$ cat config.mk
export PLATFORM = sky130hd
export DESIGN_NAME = dma_lite_write_ctrl_flat
export DESIGN_NICKNAME = d
export VERILOG_FILES = /design/src/rtl/dma_lite_write_ctrl_pkg.sv /design/src/rtl/dma_lite_write_ctrl_if.sv /design/src/rtl/dma_lite_write_ctrl.sv /design/src/flat_wrapper.sv
export SDC_FILE = /design/constraint.sdc
export NUM_CORES = 1
export LEC_CHECK = 0
export CORE_MARGIN = 5
export CORE_UTILIZATION = 52
export DETAILED_ROUTE_END_ITERATION = 10
export PLACE_DENSITY = 0.93
export SYNTH_ARGS = -nofsm -noshare
export SYNTH_HDL_FRONTEND = slang
export SYNTH_SLANG_ARGS = --single-unit
$ cat constraint.sdc
create_clock -name clk -period 4.8 [get_ports clk]
set_clock_uncertainty 0.15 [all_clocks]
set_input_delay 0.72 -clock clk [delete_from_list [all_inputs] [get_ports clk]]
set_output_delay 0.72 -clock clk [all_outputs]
set_load 0.01 [all_outputs]
$ cat src/rtl/dma_lite_write_ctrl_pkg.sv
// Shared definitions for the AXI DMA register-programming logic.
// Contents:
//   - channel base offsets (MM2S at 0x00, S2MM at 0x30)
//   - register offsets relative to a channel base (DMACR, DMASR, SA, DA, LENGTH)
//   - AXI response codes
//   - one-hot state encoding for the write controller
//   - reg_offset(): absolute register offset for write slot 0/1/2 of a channel
package dma_lite_write_ctrl_pkg;

  localparam logic [9:0] CH_BASE_MM2S = 10'h000;
  localparam logic [9:0] CH_BASE_S2MM = 10'h030;

  localparam logic [9:0] REG_DMACR  = 10'h000;
  localparam logic [9:0] REG_DMASR  = 10'h004;
  localparam logic [9:0] REG_SA     = 10'h018;
  localparam logic [9:0] REG_DA     = 10'h018;
  localparam logic [9:0] REG_LENGTH = 10'h028;

  localparam logic [1:0] RESP_OKAY   = 2'b00;
  localparam logic [1:0] RESP_SLVERR = 2'b10;
  localparam logic [1:0] RESP_DECERR = 2'b11;

  typedef enum logic [5:0] {
    ST_IDLE  = 6'b000001,
    ST_ISSUE = 6'b000010,
    ST_RESP  = 6'b000100,
    ST_NEXT  = 6'b001000,
    ST_FIN   = 6'b010000,
    ST_FAIL  = 6'b100000
  } state_e;

  // Slot 0 is the control register, slot 1 the buffer address (SA for
  // MM2S, DA for S2MM), slot 2 the length register that kicks the DMA off.
  function automatic logic [9:0] reg_offset(input logic s2mm, input logic [1:0] idx);
    logic [9:0] base;
    base = s2mm ? CH_BASE_S2MM : CH_BASE_MM2S;
    case (idx)
      2'd0:    return base + REG_DMACR;
      2'd1:    return base + (s2mm ? REG_DA : REG_SA);
      default: return base + REG_LENGTH;
    endcase
  endfunction

endpackage

$ cat src/rtl/dma_lite_write_ctrl_if.sv
// AXI4-Lite write-only bus (AW, W, B channels) between the DMA write
// controller and the register slave.
// Signals:
//   awaddr/awvalid/awready  write address channel (10-bit register offset)
//   wdata/wstrb/wvalid/wready  write data channel
//   bresp/bvalid/bready     write response channel
// Modports: master drives AW/W and bready; slave drives readies and B.
interface dma_lite_write_ctrl_if;

  logic [9:0]  awaddr;
  logic        awvalid;
  logic        awready;
  logic [31:0] wdata;
  logic [3:0]  wstrb;
  logic        wvalid;
  logic        wready;
  logic [1:0]  bresp;
  logic        bvalid;
  logic        bready;

  modport master (
    output awaddr, awvalid, wdata, wstrb, wvalid, bready,
    input  awready, wready, bresp, bvalid
  );

  modport slave (
    input  awaddr, awvalid, wdata, wstrb, wvalid, bready,
    output awready, wready, bresp, bvalid
  );

endinterface

$ cat src/rtl/dma_lite_write_ctrl.sv
// AXI4-Lite write master that programs one AXI DMA channel for a single
// simple-mode transfer: DMACR, then SA/DA, then LENGTH (last, as it starts
// the transfer). An error response aborts the remaining writes.
// Ports:
//   clk, rst_n        clock, synchronous active-low reset
//   start             one-cycle request, accepted only while idle
//   buf_addr, buf_len buffer address and byte count, latched on accept
//   m_axi_lite        AXI4-Lite write master (AW/W/B)
//   busy              high while a sequence is in flight
//   done, err         one-cycle completion / failure pulses
module dma_lite_write_ctrl
  import dma_lite_write_ctrl_pkg::*;
#(
  parameter bit          CH_S2MM  = 1'b1,
  parameter logic [31:0] CR_VALUE = 32'h0000_0001,
  parameter int          LEN_W    = 26
) (
  input  logic                 clk,
  input  logic                 rst_n,
  input  logic                 start,
  input  logic [31:0]          buf_addr,
  input  logic [LEN_W-1:0]     buf_len,
  dma_lite_write_ctrl_if.master m_axi_lite,
  output logic                 busy,
  output logic                 done,
  output logic                 err
);

  state_e            state_q, state_d;
  logic [1:0]        idx_q, idx_d;
  logic              aw_done_q, aw_done_d;
  logic              w_done_q, w_done_d;
  logic              awvalid_q, awvalid_d;
  logic              wvalid_q, wvalid_d;
  logic [9:0]        awaddr_q, awaddr_d;
  logic [31:0]       wdata_q, wdata_d;
  logic [31:0]       addr_q, addr_d;
  logic [LEN_W-1:0]  len_q, len_d;
  logic              done_q, done_d;
  logic              err_q, err_d;

  logic              aw_hs;
  logic              w_hs;
  logic [1:0]        idx_nxt;
  logic [31:0]       len_ext;

  assign aw_hs   = awvalid_q & m_axi_lite.awready;
  assign w_hs    = wvalid_q & m_axi_lite.wready;
  assign idx_nxt = idx_q + 2'd1;
  assign len_ext = 32'(len_q);

  // State and datapath registers; everything clears on reset so the bus
  // goes quiet immediately, including address and data.
  always_ff @(posedge clk) begin
    if (!rst_n) begin
      state_q   <= ST_IDLE;
      idx_q     <= '0;
      aw_done_q <= 1'b0;
      w_done_q  <= 1'b0;
      awvalid_q <= 1'b0;
      wvalid_q  <= 1'b0;
      awaddr_q  <= '0;
      wdata_q   <= '0;
      addr_q    <= '0;
      len_q     <= '0;
      done_q    <= 1'b0;
      err_q     <= 1'b0;
    end else begin
      state_q   <= state_d;
      idx_q     <= idx_d;
      aw_done_q <= aw_done_d;
      w_done_q  <= w_done_d;
      awvalid_q <= awvalid_d;
      wvalid_q  <= wvalid_d;
      awaddr_q  <= awaddr_d;
      wdata_q   <= wdata_d;
      addr_q    <= addr_d;
      len_q     <= len_d;
      done_q    <= done_d;
      err_q     <= err_d;
    end
  end

  // Next-state logic. Both valids are raised together when a write is
  // loaded; each drops on its own handshake, and the response phase only
  // begins once both channels have been accepted.
  always_comb begin
    state_d   = state_q;
    idx_d     = idx_q;
    aw_done_d = aw_done_q;
    w_done_d  = w_done_q;
    awvalid_d = awvalid_q;
    wvalid_d  = wvalid_q;
    awaddr_d  = awaddr_q;
    wdata_d   = wdata_q;
    addr_d    = addr_q;
    len_d     = len_q;
    done_d    = 1'b0;
    err_d     = 1'b0;

    case (state_q)
      ST_IDLE: begin
        if (start) begin
          addr_d    = buf_addr;
          len_d     = buf_len;
          idx_d     = 2'd0;
          aw_done_d = 1'b0;
          w_done_d  = 1'b0;
          awvalid_d = 1'b1;
          wvalid_d  = 1'b1;
          awaddr_d  = reg_offset(CH_S2MM, 2'd0);
          wdata_d   = CR_VALUE;
          state_d   = ST_ISSUE;
        end
      end
      ST_ISSUE: begin
        if (aw_hs) begin
          awvalid_d = 1'b0;
          aw_done_d = 1'b1;
        end
        if (w_hs) begin
          wvalid_d = 1'b0;
          w_done_d = 1'b1;
        end
        if (aw_done_q && w_done_q) begin
          state_d = ST_RESP;
        end
      end
      ST_RESP: begin
        if (m_axi_lite.bvalid) begin
          state_d = (m_axi_lite.bresp == RESP_OKAY) ? ST_NEXT : ST_FAIL;
        end
      end
      ST_NEXT: begin
        if (idx_q == 2'd2) begin
          state_d = ST_FIN;
        end else begin
          idx_d     = idx_nxt;
          aw_done_d = 1'b0;
          w_done_d  = 1'b0;
          awvalid_d = 1'b1;
          wvalid_d  = 1'b1;
          awaddr_d  = reg_offset(CH_S2MM, idx_nxt);
          wdata_d   = (idx_nxt == 2'd1) ? addr_q : len_ext;
          state_d   = ST_ISSUE;
        end
      end
      ST_FIN: begin
        done_d  = 1'b1;
        state_d = ST_IDLE;
      end
      ST_FAIL: begin
        err_d   = 1'b1;
        state_d = ST_IDLE;
      end
      default: begin
        state_d = ST_IDLE;
      end
    endcase
  end

  assign m_axi_lite.awaddr  = awaddr_q;
  assign m_axi_lite.awvalid = awvalid_q;
  assign m_axi_lite.wdata   = wdata_q;
  assign m_axi_lite.wstrb   = wvalid_q ? 4'hF : 4'h0;
  assign m_axi_lite.wvalid  = wvalid_q;
  assign m_axi_lite.bready  = (state_q == ST_RESP);

  // done/err are registered off FIN/FAIL so they land in the first idle
  // cycle, which keeps them disjoint from busy.
  assign busy = (state_q != ST_IDLE);
  assign done = done_q;
  assign err  = err_q;

endmodule

$ cat src/flat_wrapper.sv
// flat-port wrapper written by rule: the top's interface ports become plain ports
module dma_lite_write_ctrl_flat import dma_lite_write_ctrl_pkg::*;
#(
  parameter bit          CH_S2MM  = 1'b1,
  parameter logic [31:0] CR_VALUE = 32'h0000_0001,
  parameter int          LEN_W    = 26
)
  (clk, rst_n, start, buf_addr, buf_len, busy, done, err, m_axi_lite_awaddr, m_axi_lite_awvalid, m_axi_lite_wdata, m_axi_lite_wstrb, m_axi_lite_wvalid, m_axi_lite_bready, m_axi_lite_awready, m_axi_lite_wready, m_axi_lite_bresp, m_axi_lite_bvalid);
  dma_lite_write_ctrl_if m_axi_lite_i ();
  input  logic clk;
  input  logic rst_n;
  input  logic start;
  input  logic [31:0] buf_addr;
  input  logic [LEN_W-1:0] buf_len;
  output logic busy;
  output logic done;
  output logic err;
  output wire logic [$bits(m_axi_lite_i.awaddr)-1:0] m_axi_lite_awaddr;
  output wire logic [$bits(m_axi_lite_i.awvalid)-1:0] m_axi_lite_awvalid;
  output wire logic [$bits(m_axi_lite_i.wdata)-1:0] m_axi_lite_wdata;
  output wire logic [$bits(m_axi_lite_i.wstrb)-1:0] m_axi_lite_wstrb;
  output wire logic [$bits(m_axi_lite_i.wvalid)-1:0] m_axi_lite_wvalid;
  output wire logic [$bits(m_axi_lite_i.bready)-1:0] m_axi_lite_bready;
  input wire logic [$bits(m_axi_lite_i.awready)-1:0] m_axi_lite_awready;
  input wire logic [$bits(m_axi_lite_i.wready)-1:0] m_axi_lite_wready;
  input wire logic [$bits(m_axi_lite_i.bresp)-1:0] m_axi_lite_bresp;
  input wire logic [$bits(m_axi_lite_i.bvalid)-1:0] m_axi_lite_bvalid;
  assign m_axi_lite_awaddr = m_axi_lite_i.awaddr;
  assign m_axi_lite_awvalid = m_axi_lite_i.awvalid;
  assign m_axi_lite_wdata = m_axi_lite_i.wdata;
  assign m_axi_lite_wstrb = m_axi_lite_i.wstrb;
  assign m_axi_lite_wvalid = m_axi_lite_i.wvalid;
  assign m_axi_lite_bready = m_axi_lite_i.bready;
  assign m_axi_lite_i.awready = m_axi_lite_awready;
  assign m_axi_lite_i.wready = m_axi_lite_wready;
  assign m_axi_lite_i.bresp = m_axi_lite_bresp;
  assign m_axi_lite_i.bvalid = m_axi_lite_bvalid;
  dma_lite_write_ctrl #(.CH_S2MM(CH_S2MM), .CR_VALUE(CR_VALUE), .LEN_W(LEN_W)) u_core (.clk(clk), .rst_n(rst_n), .start(start), .buf_addr(buf_addr), .buf_len(buf_len), .m_axi_lite(m_axi_lite_i), .busy(busy), .done(done), .err(err));
endmodule
==> flow_metrics.env <==
export IMPL_status="finished clean"
export IMPL_crit_start="u_core.state_q[0]$_SDFFE_PN1P_"
export IMPL_drv_slew=0
export IMPL_worstPathArrival_ps=2220
export IMPL_power_density_nw_per_um2=385
export IMPL_pin_count=118
export IMPL_slowest_delay_ps=540
export IMPL_post_place_ws_ps=1800
export IMPL_p_leak_nw=2.12
export IMPL_timing_max_cap_violations=0
export IMPL_rr_startpoint="u_core.state_q[0]$_SDFFE_PN1P_"
export IMPL_synthCells=499
export IMPL_clk_pin_slew_ps=100
export IMPL_cts_root_buffer="clkbuf_8"
export IMPL_clkPwrFrac=0.223
export IMPL_cp_start_kind="register"
export IMPL_avgSynthCellArea_um2=9.06
export IMPL_grt_pass1_wl_um=17200
export IMPL_min_period_ps=3090
export IMPL_hold_path_end="u_core.len_q[0]$_SDFFE_PN0P_"
export IMPL_fp_coreArea_um2=8590
export IMPL_numCtsBuffers=9
export IMPL_syn_to_final_growth_pct=26.9
export IMPL_tns_ps=0
export IMPL_endpoint_kind="output pin"
export IMPL_drt_pass1_iterations=4
export IMPL_cts_num_sinks=107
export IMPL_regArea_um2=2140
export IMPL_clkLatencyLatePin_ps=350
export IMPL_grt_max_degree=62
export IMPL_fillers=690
export IMPL_final_nets=650
export IMPL_p_seq_frac=0.498
export IMPL_gp_congestion=0.810
export IMPL_synthFlopType="dfxtp_1"
export IMPL_min_path_cells=2
export IMPL_cts_resized=0
export IMPL_die_y_um=103
export IMPL_relSlewSlack=0.180
export IMPL_netSwitchingFraction=0.338
export IMPL_grt_setup_unrepaired="false"
export IMPL_avgRoutedWirePerCell_um=15.2
export IMPL_via_per_inst=5.38
export IMPL_grt_overflow=0
export IMPL_yosysSeqAreaShare=0.474
export IMPL_syn_area_um2=4520
export IMPL_setup_viol=0
export IMPL_timing_fmax_ghz=0.324
export IMPL_num_vias=3726
export IMPL_p_comb_frac=0.279
export IMPL_cts_path_max_buffers=2
export IMPL_r2r_end="u_core.addr_q[31]$_SDFFE_PN0P_"
export IMPL_setup_ws_ps=1710
export IMPL_total_power_w=0.00221
export IMPL_cts_tree="yes"
export IMPL_path_cells="nor4_1, nand3b_1, inv_1, clkdlybuf4s50_1"
export IMPL_grt_pass1_vias=3712
export IMPL_intPower_w=0.00146
export IMPL_critPathKind="reg -> out"
export IMPL_async_reset_ff_frac=0
export IMPL_multi_input_area_um2=2140
export IMPL_ys_types=46
export IMPL_placementRows=34
export IMPL_crit_slowest_cell="clkdlybuf4s50_1"
export IMPL_grt_util_all_layers=0.201
export IMPL_drive_gt1_frac=0.0923
export IMPL_timing_final_crit_share=0.643
export IMPL_drt_wl_total_um=10500
export IMPL_antenna_found_initial=0
export IMPL_htreeDepth=3
export IMPL_hold_violations=0
export IMPL_min_from="u_core.len_q[0]$_SDFFE_PN0P_"
export IMPL_synth_edf_count=0
export IMPL_antenna_left=0
export IMPL_r2r_slack_ps=2120
export IMPL_drt_iter0_markers=158
export IMPL_crit_required_ps=3930
export IMPL_fp_dieArea_um2=10700
export IMPL_finish_utilization=0.667
export IMPL_place_port_buffers=111
export IMPL_ys_ff_latch=107
export IMPL_tightest_slew_ps=1230
export IMPL_drcViolationCount=0
export IMPL_crit_fanout=10
export IMPL_fp_dieW_um=103
export IMPL_hold_buffers=0
export IMPL_r2r_cells=4
export IMPL_hold_class="reg -> reg"
export IMPL_peakVddDrop_mv=0.223
export IMPL_place_hpwl_um=7210
export IMPL_netSwitchingPower_w=0.000748
export IMPL_yosysWarnings=0
export IMPL_antenna_cells=0
export IMPL_cts_setup_buffers=0
export IMPL_initial_core_util=0.526
-- cells in the final DEF, fill, tap and decap left out, types with 4 or more instances in the layout --
master and n:
nor3_1 4, dfxtp_1 107, conb_1 6, nor2_1 4, clkbuf_8 9, inv_1 4, o21ai_1 7, a22oi_1 26
nand2_1 131, mux2_2 25, nand3_1 8, a21boi_1 59, clkdlybuf4s50_1 110, ha_1 4, nor4_1 4, o211a_1 5
nor2b_1 28
-- sequential cells by signal, summed over array words and instances, names as in the netlist, 2 cells and up --
register,flops
u_core.addr_q,32
u_core.state_q,6
u_core.idx_q,2
u_core.m_axi_lite.awaddr,3
u_core.len_q,26
u_core.m_axi_lite.wdata,32
-- metal layers --
layer,GRT usage,vias up,wire (µm)
met2,0.348,108,5270
met1,0.254,1762,4540
met4,0.0618,0,146
met5,0,-,0
met3,0.0382,16,576
li1,-,1840,-
-- final cells by class --
cell class,instances,area share
inverters,4,0.00262
repair buffers,114,0.197
clock inverters,7,0.00873
multi-input cells,344,0.373
clock buffers,9,0.0216
flip-flops and latches,107,0.374
well taps,108,0.0236
-- stage by stage --
step	cell area (µm²)	hold WS, ps	std cells
after floorplan	4540	277	504
after global placement	5560	285	677
after detailed placement	5560	293	677
after CTS	5730	306	693
after global routing	5730	328	693
final	5730	306	693
-- power groups by stage --
stage	clock (W)	combinational (W)	sequential (W)
2_1_floorplan	0	0.000471	0.00108
6_report	0.000494	0.000617	0.00110
5_1_grt	0.000545	0.000688	0.00112
3_3_place_gp	0	0.000600	0.00111
3_5_place_dp	0	0.000620	0.00112
4_1_cts	0.000503	0.000623	0.00110
-- Yosys cell counts (2+ instances only) --
master | count | area [µm²]
buf_2 | 13 | 65.1
nand2_1 | 131 | 492
a21boi_1 | 59 | 443
o211ai_1 | 2 | 15.0
dfxtp_1 | 107 | 2140
o21ai_0 | 2 | 10.0
nor3_1 | 4 | 20.0
ha_1 | 4 | 50.1
o211a_1 | 5 | 50.1
nor4b_2 | 2 | 30.0
mux2_2 | 25 | 282
a22oi_1 | 26 | 195
nand3b_1 | 2 | 15.0
nand3_1 | 9 | 45.0
buf_4 | 13 | 97.6
clkbuf_1 | 21 | 78.8
nor2_1 | 4 | 15.0
nor4_1 | 4 | 25.0
o21ai_1 | 7 | 35.0
nor2b_1 | 28 | 175
inv_1 | 4 | 15.0
and2_1 | 3 | 18.8
-- cells by family after synthesis --
kind of cell	after synthesis	synth area share
flops	107	0.474
other cells	1	0.000830
compound gates	111	0.185
mux	26	0.0645
buf+inv	53	0.0601
xor+xnor	1	0.00194
simple gates	196	0.203
fa+ha+maj	4	0.0111
-- how the worst max path moves through the flow --
stage	endpoint	slack, ps	cells after the start
global placement	u_core.m_axi_lite.wdata[25]$_SDFFE_PN0P_	1980	5
finish	m_axi_lite_bready	1710	4
detailed placement	u_core.m_axi_lite.wdata[20]$_SDFFE_PN0P_	1800	5
global route	m_axi_lite_bready	1550	4
CTS	m_axi_lite_bready	1700	4
floorplan	u_core.m_axi_lite.awaddr[3]$_SDFFE_PN0P_	2700	8
-- worst max-delay path, delay by kind of cell (launching register included) --
| kind | cells | cell delay (ps) |
|---|---|---|
| buffers and inverters | 2 | 650 |
| AND/OR/NAND/NOR | 2 | 810 |
| flip-flops | 1 | 420 |
(Power assumes the default switching activity.)
